<file path="config.mk">
export PLATFORM = sky130hd
export DESIGN_NAME = pipe_ctrl_sched_flat
export DESIGN_NICKNAME = d
export VERILOG_FILES = /design/src/rtl/pipe_ctrl_pkg.sv /design/src/rtl/pipe_ctrl_sched_if.sv /design/src/rtl/fwd_sel.sv /design/src/rtl/pipe_ctrl_sched.sv /design/src/flat_wrapper.sv
export SDC_FILE = /design/constraint.sdc
export NUM_CORES = 1
export LEC_CHECK = 0
export CELL_PAD_IN_SITES_DETAIL_PLACEMENT = 0
export CELL_PAD_IN_SITES_GLOBAL_PLACEMENT = 1
export CORE_UTILIZATION = 39
export CTS_BUF_LIST = sky130_fd_sc_hd__clkbuf_2
export DETAILED_ROUTE_END_ITERATION = 10
export PLACE_DENSITY = 0.88
export SLEW_MARGIN = 20
export SYNTH_ARGS = -nofsm -noshare
export SYNTH_HDL_FRONTEND = slang
export SYNTH_HIERARCHICAL = 1
export SYNTH_SLANG_ARGS = --single-unit
</file>
<file path="constraint.sdc">
create_clock -name clk -period 7.5 [get_ports clk]
set_clock_uncertainty 0.1 [all_clocks]
set_input_delay 2.25 -clock clk [delete_from_list [all_inputs] [get_ports clk]]
set_output_delay 2.25 -clock clk [all_outputs]
set_load 0.1 [all_outputs]
</file>
<file path="src/rtl/pipe_ctrl_pkg.sv">
// Shared definitions for the pipeline control scheduler: control bundle
// layout, result-source and forward-select encodings.
package pipe_ctrl_pkg;

  localparam int CTRL_W = 10;

  // Decoded control bundle. Field order fixes the bit offsets (MSB first):
  // [9] reg_write, [8] alu_src, [7] mem_write, [6:5] result_src,
  // [4] branch, [3] jump, [2:1] alu_op, [0] spare.
  typedef struct packed {
    logic       reg_write;
    logic       alu_src;
    logic       mem_write;
    logic [1:0] result_src;
    logic       branch;
    logic       jump;
    logic [1:0] alu_op;
    logic       spare;
  } ctrl_t;

  typedef enum logic [1:0] {
    RES_ALU = 2'b00,
    RES_MEM = 2'b01,
    RES_PC4 = 2'b10
  } res_src_e;

  typedef enum logic [1:0] {
    FWD_RF  = 2'b00,
    FWD_WB  = 2'b01,
    FWD_MEM = 2'b10
  } fwd_e;

endpackage

</file>
<file path="src/rtl/pipe_ctrl_sched_if.sv">
// Decode-side inputs and hazard/pipeline-register outputs of the scheduler.
interface pipe_ctrl_sched_if;
  import pipe_ctrl_pkg::*;

  ctrl_t      ctrl_d;
  logic [4:0] Rs1D;
  logic [4:0] Rs2D;
  logic [4:0] RdD;
  logic       PCSrcE;
  logic       dmem_ready;

  logic       StallF;
  logic       StallD;
  logic       FlushD;
  logic       FlushE;
  logic [1:0] ForwardAE;
  logic [1:0] ForwardBE;
  ctrl_t      ctrl_e;
  logic [4:0] Rs1E;
  logic [4:0] Rs2E;
  logic [4:0] RdE;
  ctrl_t      ctrl_m;
  logic [4:0] RdM;
  logic       RegWriteW;
  logic [1:0] ResultSrcW;
  logic [4:0] RdW;
  logic       mem_err;

  modport master (
    output ctrl_d, Rs1D, Rs2D, RdD, PCSrcE, dmem_ready,
    input  StallF, StallD, FlushD, FlushE, ForwardAE, ForwardBE,
           ctrl_e, Rs1E, Rs2E, RdE, ctrl_m, RdM,
           RegWriteW, ResultSrcW, RdW, mem_err
  );

  modport slave (
    input  ctrl_d, Rs1D, Rs2D, RdD, PCSrcE, dmem_ready,
    output StallF, StallD, FlushD, FlushE, ForwardAE, ForwardBE,
           ctrl_e, Rs1E, Rs2E, RdE, ctrl_m, RdM,
           RegWriteW, ResultSrcW, RdW, mem_err
  );
endinterface

</file>
<file path="src/rtl/fwd_sel.sv">
// Forward select for one E-stage source operand; MEM stage wins over WB.
module fwd_sel
  import pipe_ctrl_pkg::*;
(
  input  logic [4:0] i_rs,
  input  logic       i_v_m,
  input  logic       i_regwrite_m,
  input  logic [4:0] i_rd_m,
  input  logic       i_v_w,
  input  logic       i_regwrite_w,
  input  logic [4:0] i_rd_w,
  output logic [1:0] o_fwd
);

  // x0 is hardwired zero, so a write to it never forwards
  always_comb begin
    o_fwd = FWD_RF;
    if (i_v_m && i_regwrite_m && (i_rd_m != 5'd0) && (i_rd_m == i_rs))
      o_fwd = FWD_MEM;
    else if (i_v_w && i_regwrite_w && (i_rd_w != 5'd0) && (i_rd_w == i_rs))
      o_fwd = FWD_WB;
  end

endmodule

</file>
<file path="src/rtl/pipe_ctrl_sched.sv">
// Pipeline control scheduler for the 5-stage RV32I core: carries the decoded
// control bundle through ID/EX, EX/MEM and MEM/WB, detects load-use and
// data-memory wait hazards, and produces stall/flush/forward controls.
module pipe_ctrl_sched
  import pipe_ctrl_pkg::*;
#(
  parameter int MEM_TIMEOUT = 16
) (
  input logic              clk,
  input logic              rst,
  pipe_ctrl_sched_if.slave bus
);

  ctrl_t      r_ctrl_e;
  logic [4:0] r_rs1_e;
  logic [4:0] r_rs2_e;
  logic [4:0] r_rd_e;
  logic       r_v_e;
  ctrl_t      r_ctrl_m;
  logic [4:0] r_rd_m;
  logic       r_v_m;
  logic       r_regwrite_w;
  logic [1:0] r_ressrc_w;
  logic [4:0] r_rd_w;
  logic       r_v_w;
  logic [7:0] r_wait_cnt;

  logic w_mem_acc;
  logic w_timeout;
  logic w_mem_wait;
  logic w_mem_err;
  logic w_lw_hazard;
  logic w_flush_e;

  assign w_mem_acc  = r_v_m && (r_ctrl_m.mem_write || (r_ctrl_m.result_src == RES_MEM));
  assign w_timeout  = (r_wait_cnt == 8'(MEM_TIMEOUT - 1));
  assign w_mem_wait = w_mem_acc && !bus.dmem_ready && !w_timeout;
  assign w_mem_err  = w_mem_acc && !bus.dmem_ready && w_timeout;

  // A taken branch/jump in E flushes D anyway, so the load-use stall is
  // dropped to let the PC take the target.
  assign w_lw_hazard = r_v_e && (r_ctrl_e.result_src == RES_MEM) && (r_rd_e != 5'd0) &&
                       ((r_rd_e == bus.Rs1D) || (r_rd_e == bus.Rs2D)) && !bus.PCSrcE;
  assign w_flush_e   = (w_lw_hazard || bus.PCSrcE) && !w_mem_wait;

  // Flushes are gated by rst so every output reads 0 while reset is held,
  // even if PCSrcE is driven high.
  assign bus.StallF     = w_lw_hazard || w_mem_wait;
  assign bus.StallD     = w_lw_hazard || w_mem_wait;
  assign bus.FlushD     = rst && bus.PCSrcE && !w_mem_wait;
  assign bus.FlushE     = rst && w_flush_e;
  assign bus.mem_err    = w_mem_err;
  assign bus.ctrl_e     = r_ctrl_e;
  assign bus.Rs1E       = r_rs1_e;
  assign bus.Rs2E       = r_rs2_e;
  assign bus.RdE        = r_rd_e;
  assign bus.ctrl_m     = r_ctrl_m;
  assign bus.RdM        = r_rd_m;
  assign bus.RegWriteW  = r_regwrite_w;
  assign bus.ResultSrcW = r_ressrc_w;
  assign bus.RdW        = r_rd_w;

  // ID/EX and EX/MEM advance together; both freeze while MEM waits on memory
  always_ff @(posedge clk or negedge rst) begin
    if (!rst) begin
      r_ctrl_e <= '0;
      r_rs1_e  <= '0;
      r_rs2_e  <= '0;
      r_rd_e   <= '0;
      r_v_e    <= 1'b0;
      r_ctrl_m <= '0;
      r_rd_m   <= '0;
      r_v_m    <= 1'b0;
    end else if (!w_mem_wait) begin
      if (w_flush_e) begin
        r_ctrl_e <= '0;
        r_rs1_e  <= '0;
        r_rs2_e  <= '0;
        r_rd_e   <= '0;
        r_v_e    <= 1'b0;
      end else begin
        r_ctrl_e <= bus.ctrl_d;
        r_rs1_e  <= bus.Rs1D;
        r_rs2_e  <= bus.Rs2D;
        r_rd_e   <= bus.RdD;
        r_v_e    <= 1'b1;
      end
      r_ctrl_m <= r_ctrl_e;
      r_rd_m   <= r_rd_e;
      r_v_m    <= r_v_e;
    end
  end

  // MEM/WB takes a bubble during a wait; a timed-out access retires without writing
  always_ff @(posedge clk or negedge rst) begin
    if (!rst) begin
      r_regwrite_w <= 1'b0;
      r_ressrc_w   <= '0;
      r_rd_w       <= '0;
      r_v_w        <= 1'b0;
    end else if (w_mem_wait) begin
      r_regwrite_w <= 1'b0;
      r_ressrc_w   <= '0;
      r_rd_w       <= '0;
      r_v_w        <= 1'b0;
    end else begin
      r_regwrite_w <= r_v_m && r_ctrl_m.reg_write && !w_mem_err;
      r_ressrc_w   <= r_ctrl_m.result_src;
      r_rd_w       <= r_rd_m;
      r_v_w        <= r_v_m;
    end
  end

  // Counts consecutive wait cycles; any non-waiting cycle means the access left M or completed
  always_ff @(posedge clk or negedge rst) begin
    if (!rst)
      r_wait_cnt <= '0;
    else if (w_mem_wait)
      r_wait_cnt <= r_wait_cnt + 8'd1;
    else
      r_wait_cnt <= '0;
  end

  fwd_sel u_fwd_a (
    .i_rs         (r_rs1_e),
    .i_v_m        (r_v_m),
    .i_regwrite_m (r_ctrl_m.reg_write),
    .i_rd_m       (r_rd_m),
    .i_v_w        (r_v_w),
    .i_regwrite_w (r_regwrite_w),
    .i_rd_w       (r_rd_w),
    .o_fwd        (bus.ForwardAE)
  );

  fwd_sel u_fwd_b (
    .i_rs         (r_rs2_e),
    .i_v_m        (r_v_m),
    .i_regwrite_m (r_ctrl_m.reg_write),
    .i_rd_m       (r_rd_m),
    .i_v_w        (r_v_w),
    .i_regwrite_w (r_regwrite_w),
    .i_rd_w       (r_rd_w),
    .o_fwd        (bus.ForwardBE)
  );

endmodule

</file>
<file path="src/flat_wrapper.sv">
// flat-port wrapper written by rule: the top's interface ports become plain ports
module pipe_ctrl_sched_flat import pipe_ctrl_pkg::*;
#(
  parameter int MEM_TIMEOUT = 16
)
  (clk, rst, bus_ctrl_d, bus_Rs1D, bus_Rs2D, bus_RdD, bus_PCSrcE, bus_dmem_ready, bus_StallF, bus_StallD, bus_FlushD, bus_FlushE, bus_ForwardAE, bus_ForwardBE, bus_ctrl_e, bus_Rs1E, bus_Rs2E, bus_RdE, bus_ctrl_m, bus_RdM, bus_RegWriteW, bus_ResultSrcW, bus_RdW, bus_mem_err);
  pipe_ctrl_sched_if bus_i ();
  input logic clk;
  input logic rst;
  input wire logic [$bits(bus_i.ctrl_d)-1:0] bus_ctrl_d;
  input wire logic [$bits(bus_i.Rs1D)-1:0] bus_Rs1D;
  input wire logic [$bits(bus_i.Rs2D)-1:0] bus_Rs2D;
  input wire logic [$bits(bus_i.RdD)-1:0] bus_RdD;
  input wire logic [$bits(bus_i.PCSrcE)-1:0] bus_PCSrcE;
  input wire logic [$bits(bus_i.dmem_ready)-1:0] bus_dmem_ready;
  output wire logic [$bits(bus_i.StallF)-1:0] bus_StallF;
  output wire logic [$bits(bus_i.StallD)-1:0] bus_StallD;
  output wire logic [$bits(bus_i.FlushD)-1:0] bus_FlushD;
  output wire logic [$bits(bus_i.FlushE)-1:0] bus_FlushE;
  output wire logic [$bits(bus_i.ForwardAE)-1:0] bus_ForwardAE;
  output wire logic [$bits(bus_i.ForwardBE)-1:0] bus_ForwardBE;
  output wire logic [$bits(bus_i.ctrl_e)-1:0] bus_ctrl_e;
  output wire logic [$bits(bus_i.Rs1E)-1:0] bus_Rs1E;
  output wire logic [$bits(bus_i.Rs2E)-1:0] bus_Rs2E;
  output wire logic [$bits(bus_i.RdE)-1:0] bus_RdE;
  output wire logic [$bits(bus_i.ctrl_m)-1:0] bus_ctrl_m;
  output wire logic [$bits(bus_i.RdM)-1:0] bus_RdM;
  output wire logic [$bits(bus_i.RegWriteW)-1:0] bus_RegWriteW;
  output wire logic [$bits(bus_i.ResultSrcW)-1:0] bus_ResultSrcW;
  output wire logic [$bits(bus_i.RdW)-1:0] bus_RdW;
  output wire logic [$bits(bus_i.mem_err)-1:0] bus_mem_err;
  assign bus_i.ctrl_d = bus_ctrl_d;
  assign bus_i.Rs1D = bus_Rs1D;
  assign bus_i.Rs2D = bus_Rs2D;
  assign bus_i.RdD = bus_RdD;
  assign bus_i.PCSrcE = bus_PCSrcE;
  assign bus_i.dmem_ready = bus_dmem_ready;
  assign bus_StallF = bus_i.StallF;
  assign bus_StallD = bus_i.StallD;
  assign bus_FlushD = bus_i.FlushD;
  assign bus_FlushE = bus_i.FlushE;
  assign bus_ForwardAE = bus_i.ForwardAE;
  assign bus_ForwardBE = bus_i.ForwardBE;
  assign bus_ctrl_e = bus_i.ctrl_e;
  assign bus_Rs1E = bus_i.Rs1E;
  assign bus_Rs2E = bus_i.Rs2E;
  assign bus_RdE = bus_i.RdE;
  assign bus_ctrl_m = bus_i.ctrl_m;
  assign bus_RdM = bus_i.RdM;
  assign bus_RegWriteW = bus_i.RegWriteW;
  assign bus_ResultSrcW = bus_i.ResultSrcW;
  assign bus_RdW = bus_i.RdW;
  assign bus_mem_err = bus_i.mem_err;
  pipe_ctrl_sched #(.MEM_TIMEOUT(MEM_TIMEOUT)) u_core (.clk(clk), .rst(rst), .bus(bus_i));
endmodule
</file>
### After elaboration in Yosys (flattened, before gate mapping)

Cells that the tools add are included.

* multiplexer cells: 14
* add/sub/neg operators: 1
* reductions and logical operators: 33
* equal/unequal tests: 9

Operator list (count)
* $eq 5x5->1: 6
* $logic_and 1x1->1: 21
* $mux 5: 4
* $reduce_bool 5->1: 3
* $mux 10: 1
* $add 8x1->8 const B: 1
* $eq 8x4->1 const B: 1
* $mux 8: 1
* $mux 2: 3
* $logic_not 1->1: 5
* $mux 1: 5
* $eq 2x1->1 const B: 2
* $logic_or 1x1->1: 4

* register bits: 59
* logic and storage cells: 84

### Depth between registers and ports, before layout

Gate-level depths: netlist of run 1.

* word-level depth: 8
* gate-level depth with buffers: 8
* gate-level depth less buffers: 6

### Cells and area by module

Netlist of run 1, hierarchy kept.

Modules (own cells, without submodules)
* pipe_ctrl_sched: instances 1, area each 2487.4 µm², cells each 239, sequential area each 1476.4 µm²
* fwd_sel: instances 2, area each 157.7 µm², cells each 19, sequential area each 0.0 µm²

### Least setup slack after synthesis of run 1

OpenSTA, ideal clock, no wires.

* kind: input -> output
* start point: in bus_Rs1D[4]
* end point: out bus_StallF
* data arrival time: 5.585 ns
* cell stages on the path: 6
* buffers on the path: 1
* path slack: -0.435 ns
* cells stage by stage: xnor2_1 -> nand3_1 -> o22ai_1 -> nand2_1 -> o21ai_0 -> buf_4

* word-level cells in the longest chain between the ends: 5

Ends and longest elaborated chain
* start: declaration: RTL line flat_wrapper.sv:11 `input wire logic [$bits(bus_i.Rs1D)-1:0] bus_Rs1D;`
* $eq 5x5->1: RTL line pipe_ctrl_sched.sv:43 `((r_rd_e == bus.Rs1D) || (r_rd_e == bus.Rs2D)) && !bus.PCSrcE;`
* $logic_or 1x1->1: RTL line pipe_ctrl_sched.sv:43
* $logic_and 1x1->1: RTL line pipe_ctrl_sched.sv:42 `assign w_lw_hazard = r_v_e && (r_ctrl_e.result_src == RES_MEM) && (r_rd_e != 5'd0) &&`
* $logic_and 1x1->1: RTL line pipe_ctrl_sched.sv:43
* $logic_or 1x1->1
* end: declaration: RTL line flat_wrapper.sv:16 `output wire logic [$bits(bus_i.StallF)-1:0] bus_StallF;`

Every way passes these cells.

### Worst setup path after layout of run 1

* start point: in bus_Rs1D[2]
* end point: out bus_FlushE

* word-level cells in the longest chain between the ends: 7

Ends and longest elaborated chain
* $eq 5x5->1: RTL line pipe_ctrl_sched.sv:43
* $logic_or 1x1->1: RTL line pipe_ctrl_sched.sv:43
* $logic_and 1x1->1: RTL line pipe_ctrl_sched.sv:42
* $logic_and 1x1->1: RTL line pipe_ctrl_sched.sv:43
* $logic_or 1x1->1: RTL line pipe_ctrl_sched.sv:44 `assign w_flush_e = (w_lw_hazard || bus.PCSrcE) && !w_mem_wait;`
* $logic_and 1x1->1: RTL line pipe_ctrl_sched.sv:44
* $logic_and 1x1->1: RTL line pipe_ctrl_sched.sv:51 `assign bus.FlushE = rst && w_flush_e;`
* end: declaration: RTL line flat_wrapper.sv:19 `output wire logic [$bits(bus_i.FlushE)-1:0] bus_FlushE;`

Every way passes these cells.

==> results_dict.tcl, run 1 <==
set metrics [dict create \
    antennaDiodeCount 0 \
    fillers 599 \
    maxCapViolCount 0 \
    crit_path_cell_trace "clkdlybuf4s50_1, xnor2_1, nand3_1, o22ai_1, and2_4, o211a_1, buf_12" \
    async_reset_ff_share_pct 100 \
    cts_inserted_buffers 9 \
    synthFlopType "dfrtp_1" \
    ys.warnings.count 6 \
    seq_area_frac_synth_pct 52.7 \
    timing.critical_path.to_type "output port" \
    portBuffers 85 \
    hpwlAfterDp_um 4840 \
    fin_setup_tns_ps 0 \
    num_io_pins 86 \
    synth_simple_gate_area_share_pct 22.2 \
    wire_length_of_the_first_global_routing_pass_um 11600 \
    grt_pass1_vias 2310 \
    crit_cells 7 \
    layout-area-overhead-vs-synth_pct 40.1 \
    arrival_ps 4100 \
    synth.mux.area_fraction_pct 0 \
    mean_instance_size_in_the_synthesized_netlist_sq_um 10.1 \
    global_route.overflow_total 0 \
    dr_total_vias 2276 \
    antenna_violations_before_repair 0 \
    reg2reg_depth 6 \
    final_hold_viol_count 0 \
    crit_fanout 16 \
    dr.pass1.iters 4 \
    drv_slew 0 \
    crit_path_start_kind "primary input" \
    postSynthCellCount 277 \
    multi_input_area_sq_um 1250 \
    ant_nets 0 \
    grt_start_max_net_pins 60 \
    critPathCapture "bus_FlushE" \
    global_route.usage.total_pct 20.2 \
    achievable-frequency_ghz 0.155 \
    syn_nets 307 \
    vdd_ir_drop_max_v 0.000202 \
    grt.met3_usage_pct 7.05 \
    slew_at_the_pin_with_the_worst_max_slew_slack_ps 1020 \
    yosys.area_share.xor_xnor_pct 9.69 \
    die_y_um 86.8 \
    ctsRootBufferMaster "clkbuf_2" \
    power_density_nw_per_um2 282 \
    count_of_unresolved_drc_violations_after_routing 0 \
    clock_insertion_delay_worst_skew_ps 470 \
    timing.final.setup_violations 0 \
    die_x_um 86.8 \
    setup.reg_to_reg.worst_slack_ps 5010 \
    critPathBufInv 2 \
    placeableCoreArea_sq_um 6870 \
    criticalPathCategory "primary input to output port" \
    synthAdderAreaFrac_pct 0.446 \
    endpoint_of_the_worst_slack_reg_to_reg_timing_path "u_core/bus.Rs2E[4]$_DFFE_PN0N_" \
    synth_top_family_by_area "simple AND/OR/NAND/NOR gates" \
    status "finished clean" \
    postCtsSetupBuffers 0 \
    ys_seq_elements 59 \
    min_period_ps 6450 \
    cts_htree_levels 3 \
    sequential_cell_area_sq_um 1480 \
    global_route.usage.met2_pct 29.7 \
    synth_edf_count 0 \
    gr-usage-met1_pct 27.7 \
    gp_congestion 0.762 \
    synth.cell_area_sq_um 2800 \
    dieArea_sq_um 7530 \
    post_route_cells_drive_above_1_share_pct 10.1 \
    final_nets 392 \
    crit_slowest_cell "clkdlybuf4s50_1" \
    holdBufCountCts 0 \
    grt.busiest_layer "met2" \
    avgRoutedWirePerCell_um 15.0 \
    clock_sink_count 59 \
    detail_route.vias_per_cell 4.92 \
    critical_path_required_ps 5150 \
    path_delay_family "buffers and inverters" \
    worstSetupStartpoint "bus_Rs1D[2]" \
    synth_compound_gate_area_share_pct 11.8 \
    tightest_hold_margin_ps 389 \
    worst_slew_margin_rel_pct 31.8 \
    cpPeakStageDelay_ps 510 \
    worstReg2RegStart "u_core/r_wait_cnt[0]$_DFF_PN0_" \
    clk_pin_slew_ps 160 \
    routed_wirelength_um 6960 \
    hold-path-cell-count 2 \
    rows 30 \
    rsz0062_at_grt "no" \
    initialDrtViolationCount 116 \
    timing.hold.worst.class "register to register" \
    tritoncts_clock_tree "done" \
    clockBufferDepth 2 \
    initial_core_util_pct 40.8 \
    cts-resized-gates 0 \
    unique_masters_post_synth 37 \
    static-leakage-power_nw 1.66 \
    period_share_pct 86.1 \
]
-- stage by stage --
step | total power [mW] | setup slack, ps | utilization [%] | cells | area [sq um]
floorplan | 0.700 | 411 | - | 277 | 2800
global placement | 0.813 | 1080 | 54.5 | 447 | 3740
detailed placement | 0.816 | 1040 | 54.5 | 447 | 3740
CTS | 1.12 | 1040 | 57.2 | 463 | 3930
global route | 1.15 | 943 | 57.2 | 463 | 3930
finish | 1.11 | 1050 | 57.2 | 463 | 3930
-- tightest hold or removal path, delay by kind of cell, from the launching register on --
kind             cells  cell delay [ps]
flip-flops           1              380
AND/OR/NAND/NOR      2               90
-- flip-flops by register name, indices dropped and copies added, names as in the netlist --
name	cells
u_core/r_v_e	1
u_core/bus.RdM	5
u_core/bus.ResultSrcW	2
u_core/bus.RdE	5
u_core/r_v_w	1
u_core/r_wait_cnt	8
u_core/bus.Rs1E	5
u_core/bus.RegWriteW	1
u_core/bus.ctrl_e	10
u_core/bus.RdW	5
u_core/bus.ctrl_m	10
u_core/bus.Rs2E	5
u_core/r_v_m	1
-- layout make-up --
cell class | count | share of cell area, %
sequential | 59 | 37.6
multi-input combinational | 200 | 31.8
timing repair buffer | 88 | 22.4
clock inverter | 7 | 3.57
tap | 96 | 3.06
clock buffer | 9 | 1.15
inverter | 4 | 0.382
-- power breakdown --
part           switching, mW  leakage [nW]  internal, mW
combinational          0.307         0.798         0.110
clock                  0.123        0.0981         0.176
sequential            0.0421         0.769         0.350
-- layer usage --
metal  vias to the layer above  share of wire, %
met3                         5               7.8
met1                      1099                46
met4                         0               1.0
li1                       1106                 -
met2                        66                45
met5                         -                 0
-- cells in the final DEF, fill, tap and decap left out, types with 2 or more instances in the layout --
| cell | netlist | layout |
|---|---|---|
| a2111oi_2 | 2 | 2 |
| o2111ai_1 | 2 | 2 |
| nand2_1 | 66 | 66 |
| o21ai_1 | 1 | 2 |
| nor2b_1 | 3 | 2 |
| nand3_1 | 6 | 6 |
| clkdlybuf4s50_1 | 0 | 79 |
| nand2b_1 | 3 | 2 |
| xnor2_1 | 27 | 27 |
| nand4_1 | 2 | 2 |
| nand3b_1 | 15 | 15 |
| nor3_2 | 3 | 3 |
| dfrtp_1 | 59 | 59 |
| and3_1 | 3 | 3 |
| a22o_1 | 10 | 10 |
| nor4_1 | 3 | 3 |
| buf_4 | 1 | 6 |
| bufinv_16 | 0 | 4 |
| clkinv_1 | 4 | 4 |
| o41ai_2 | 2 | 2 |
| buf_12 | 0 | 2 |
| clkinvlp_4 | 0 | 2 |
| clkbuf_2 | 0 | 9 |
| o21ai_0 | 19 | 18 |
| o211ai_1 | 2 | 2 |
| xor2_1 | 4 | 4 |
| nor2_1 | 8 | 8 |
| and2_1 | 9 | 9 |
-- how the worst min path moves through the flow --
stage                                startpoint                                to
2_1_floorplan    u_core/r_wait_cnt[0]$_DFF_PN0_    u_core/r_wait_cnt[0]$_DFF_PN0_
3_3_place_gp     u_core/r_wait_cnt[0]$_DFF_PN0_    u_core/r_wait_cnt[0]$_DFF_PN0_
3_5_place_dp   u_core/bus.ctrl_m[2]$_DFFE_PN0N_  u_core/bus.ctrl_m[2]$_DFFE_PN0N_
4_1_cts        u_core/bus.ctrl_m[2]$_DFFE_PN0N_  u_core/bus.ctrl_m[2]$_DFFE_PN0N_
5_1_grt        u_core/bus.ctrl_m[2]$_DFFE_PN0N_  u_core/bus.ctrl_m[2]$_DFFE_PN0N_
6_report       u_core/bus.ctrl_m[2]$_DFFE_PN0N_  u_core/bus.ctrl_m[2]$_DFFE_PN0N_
-- Yosys cell counts, types with 2 or more instances --
cell type	count	area share [%]
nand2_1	66	8.8
dfrtp_1	59	53
xnor2_1	27	8.4
o21ai_0	19	3.4
nand3b_1	15	4.0
a22o_1	10	3.1
and2_1	9	2.0
clkbuf_1	8	1.1
nor2_1	8	1.1
nand3_1	6	1.1
clkinv_1	4	0.54
xor2_1	4	1.2
and3_1	3	0.67
nand2b_1	3	0.67
nor2b_1	3	0.67
nor3_2	3	1.1
nor4_1	3	0.67
a2111oi_2	2	1.1
buf_1	2	0.27
buf_6	2	0.80
nand4_1	2	0.45
o2111ai_1	2	0.63
o211ai_1	2	0.54
o41ai_2	2	1.2
-- logic make-up after synthesis --
logic type	Yosys count
and+or+nand+nor	125
DFF	59
xor gates and xnor gates	31
adders and majority gates	1
AOI/OAI and AO/OA	43
buffers and inverters	18
Power figures use the tool's default switching activity.
==> run 2, diff against run 1 <==
Settings changed: CORE_UTILIZATION 39 to 36, CTS_CLUSTER_DIAMETER from default to 40, PLACE_DENSITY 0.88 to 0.82.
Clock period 7.5 ns to 6.4 ns, I/O delays scaled along.
==> run 2 against run 1 <==
Final cell count is 0.65% higher. Sequential power is 17% higher. Clock power is 31% lower. Global-route usage is 2.2 points lower. Sequential cell count stayed put. Non-clock buffer count is 2 higher. Design area is 1.2% lower. Wire length hardly changed. Clock-buffer cell count stayed put. Combinational power is 18% higher. Total power is 4.4% higher. Critical endpoint is now bus_StallD. Largest cell class unchanged. Highest routed layer unchanged.
==> results_dict.tcl, run 2 (synthesized netlist as in run 1, its figures left out) <==
set metrics [dict create \
    hpwlAfterDp_um 4980 \
    endpoint_of_the_worst_slack_reg_to_reg_timing_path "u_core/bus.Rs2E[1]$_DFFE_PN0N_" \
    dieArea_sq_um 8140 \
    die_x_um 90.2 \
    dr.pass1.iters 4 \
    layout-area-overhead-vs-synth_pct 38.4 \
    reg2reg_depth 6 \
    arrival_ps 3710 \
    gp_congestion 0.794 \
    postLayoutCoreUtil_pct 52.6 \
    drv_slew 0 \
    cts-resized-gates 0 \
    dr_total_vias 2284 \
    ctsRootBufferMaster "clkbuf_2" \
    setup.reg_to_reg.worst_slack_ps 3950 \
    rows 31 \
    cts_inserted_buffers 9 \
    antennaDiodeCount 0 \
    finish.cell_count_without_fillers 466 \
    place_inst 452 \
    tritoncts_clock_tree "done" \
    slew_at_the_pin_with_the_worst_max_slew_slack_ps 1000 \
    timing.critical_path.to_type "output port" \
    crit_path_start_kind "primary input" \
    global_route.usage.total_pct 18.0 \
    mostFrequentLayoutCell "clkdlybuf4s50_1" \
    routed_wirelength_um 6960 \
    stdcell_area_sq_um 3880 \
    status "finished clean" \
    worst_slew_margin_rel_pct 33.1 \
    die_y_um 90.2 \
    power_density_nw_per_um2 298 \
    clock_sink_count 59 \
    criticalPathCategory "primary input to output port" \
    clockBufferDepth 2 \
    critical_path_required_ps 4380 \
    min_period_ps 5730 \
    holdBufCountCts 0 \
    achievable-frequency_ghz 0.174 \
    fin_setup_tns_ps 0 \
    static-leakage-power_nw 1.64 \
    count_of_unresolved_drc_violations_after_routing 0 \
    dpl-instance-area_sq_um 3790 \
    grt_start_max_net_pins 44 \
    highest_count_cells_in_the_layout_ignoring_fill_and_taps "79 x clkdlybuf4s50_1, 66 x nand2_1, 59 x dfrtp_1" \
    avgRoutedWirePerCell_um 14.9 \
    antenna_violations_before_repair 0 \
    timing.hold.worst.start "u_core/r_wait_cnt[0]$_DFF_PN0_" \
    portBuffers 85 \
    ant_nets 0 \
    crit_fanout 3 \
    initial_core_util_pct 38.0 \
    global_route.overflow_total 0 \
    detail_route.vias_per_cell 4.90 \
    postCtsSetupBuffers 0 \
    maxCapViolCount 0 \
    timing.hold.worst.class "register to register" \
    hold-path-cell-count 1 \
    grt_pass1_vias 2177 \
    holdPathEnd "u_core/r_wait_cnt[0]$_DFF_PN0_" \
    final_hold_viol_count 0 \
    wire_length_of_the_first_global_routing_pass_um 11500 \
    vdd_ir_drop_max_v 0.000124 \
    post_route_cells_drive_above_1_share_pct 9.54 \
    placeableCoreArea_sq_um 7370 \
    initialDrtViolationCount 98 \
    period_share_pct 89.6 \
    rsz0062_at_grt "no" \
    final_nets 394 \
    clock_insertion_delay_worst_skew_ps 450 \
    worstReg2RegStart "u_core/r_wait_cnt[0]$_DFF_PN0_" \
    timing.final.setup_violations 0 \
    num_io_pins 86 \
    cts_htree_levels 3 \
    clk_pin_slew_ps 150 \
]
[run 2: cell types whose count changed in the layout (fill, tap and decap cells not counted)]
cell        previous run  this run
bufinv_16              4         1
clkinvlp_4             2         0
buf_12                 2         4
o21ai_2                0         1
o21ai_1                2         1
clkinv_1               4         7
[run 2: worst max-delay path by stage]
stage                                  start          endpoint  slack [ps]  cells after the start
2_1_floorplan  u_core/bus.RdM[2]$_DFFE_PN0N_  bus_ForwardAE[0]         250                      3
3_3_place_gp                     bus_Rs1D[0]        bus_StallD         680                      7
3_5_place_dp                     bus_Rs1D[4]        bus_StallD         660                      7
4_1_cts                          bus_Rs1D[4]        bus_StallD         660                      7
5_1_grt                          bus_Rs1D[4]        bus_StallD         560                      7
6_report                         bus_Rs1D[4]        bus_StallD         670                      7
[run 2: final cells by class]
cell class	count	area, sq um
tap	99	124
clock inverter	5	46.3
timing repair buffer	90	921
multi-input combinational	200	1250
inverter	4	15.0
clock buffer	9	45.0
sequential	59	1480
fill	703	3490
[run 2: metal layers]
metal | track usage (%) | vias to the layer above | wire (um)
li1 | - | 1113 | -
met1 | 25.5 | 1089 | 3370
met2 | 26.5 | 73 | 3140
met3 | 3.47 | 9 | 338
met4 | 8.06 | 0 | 104
met5 | 0 | - | 0
[run 2: power breakdown]
group	internal, mW	leakage, nW	total, mW	switching (mW)
Clock	0.0820	0.0601	0.206	0.124
Sequential	0.410	0.769	0.460	0.0506
Combinational	0.133	0.816	0.490	0.358
Total	0.624	1.64	1.16	0.532
[run 2: stage by stage]
stage | setup slack, ps | hold WS, ps | power, mW
3_5_place_dp | 665 | 350 | 0.960
6_report | 668 | 365 | 1.16
4_1_cts | 655 | 370 | 1.17
3_3_place_gp | 677 | 346 | 0.958
5_1_grt | 564 | 380 | 1.21
2_1_floorplan | 248 | 333 | 0.821
[run 2: worst max-delay path, cell delays in order]
cell and delay, ps:
clkdlybuf4s50_1 500, xnor2_1 130, nand3_1 90, o22ai_1 430, nand2_1 120, o21ai_2 300, buf_12 220
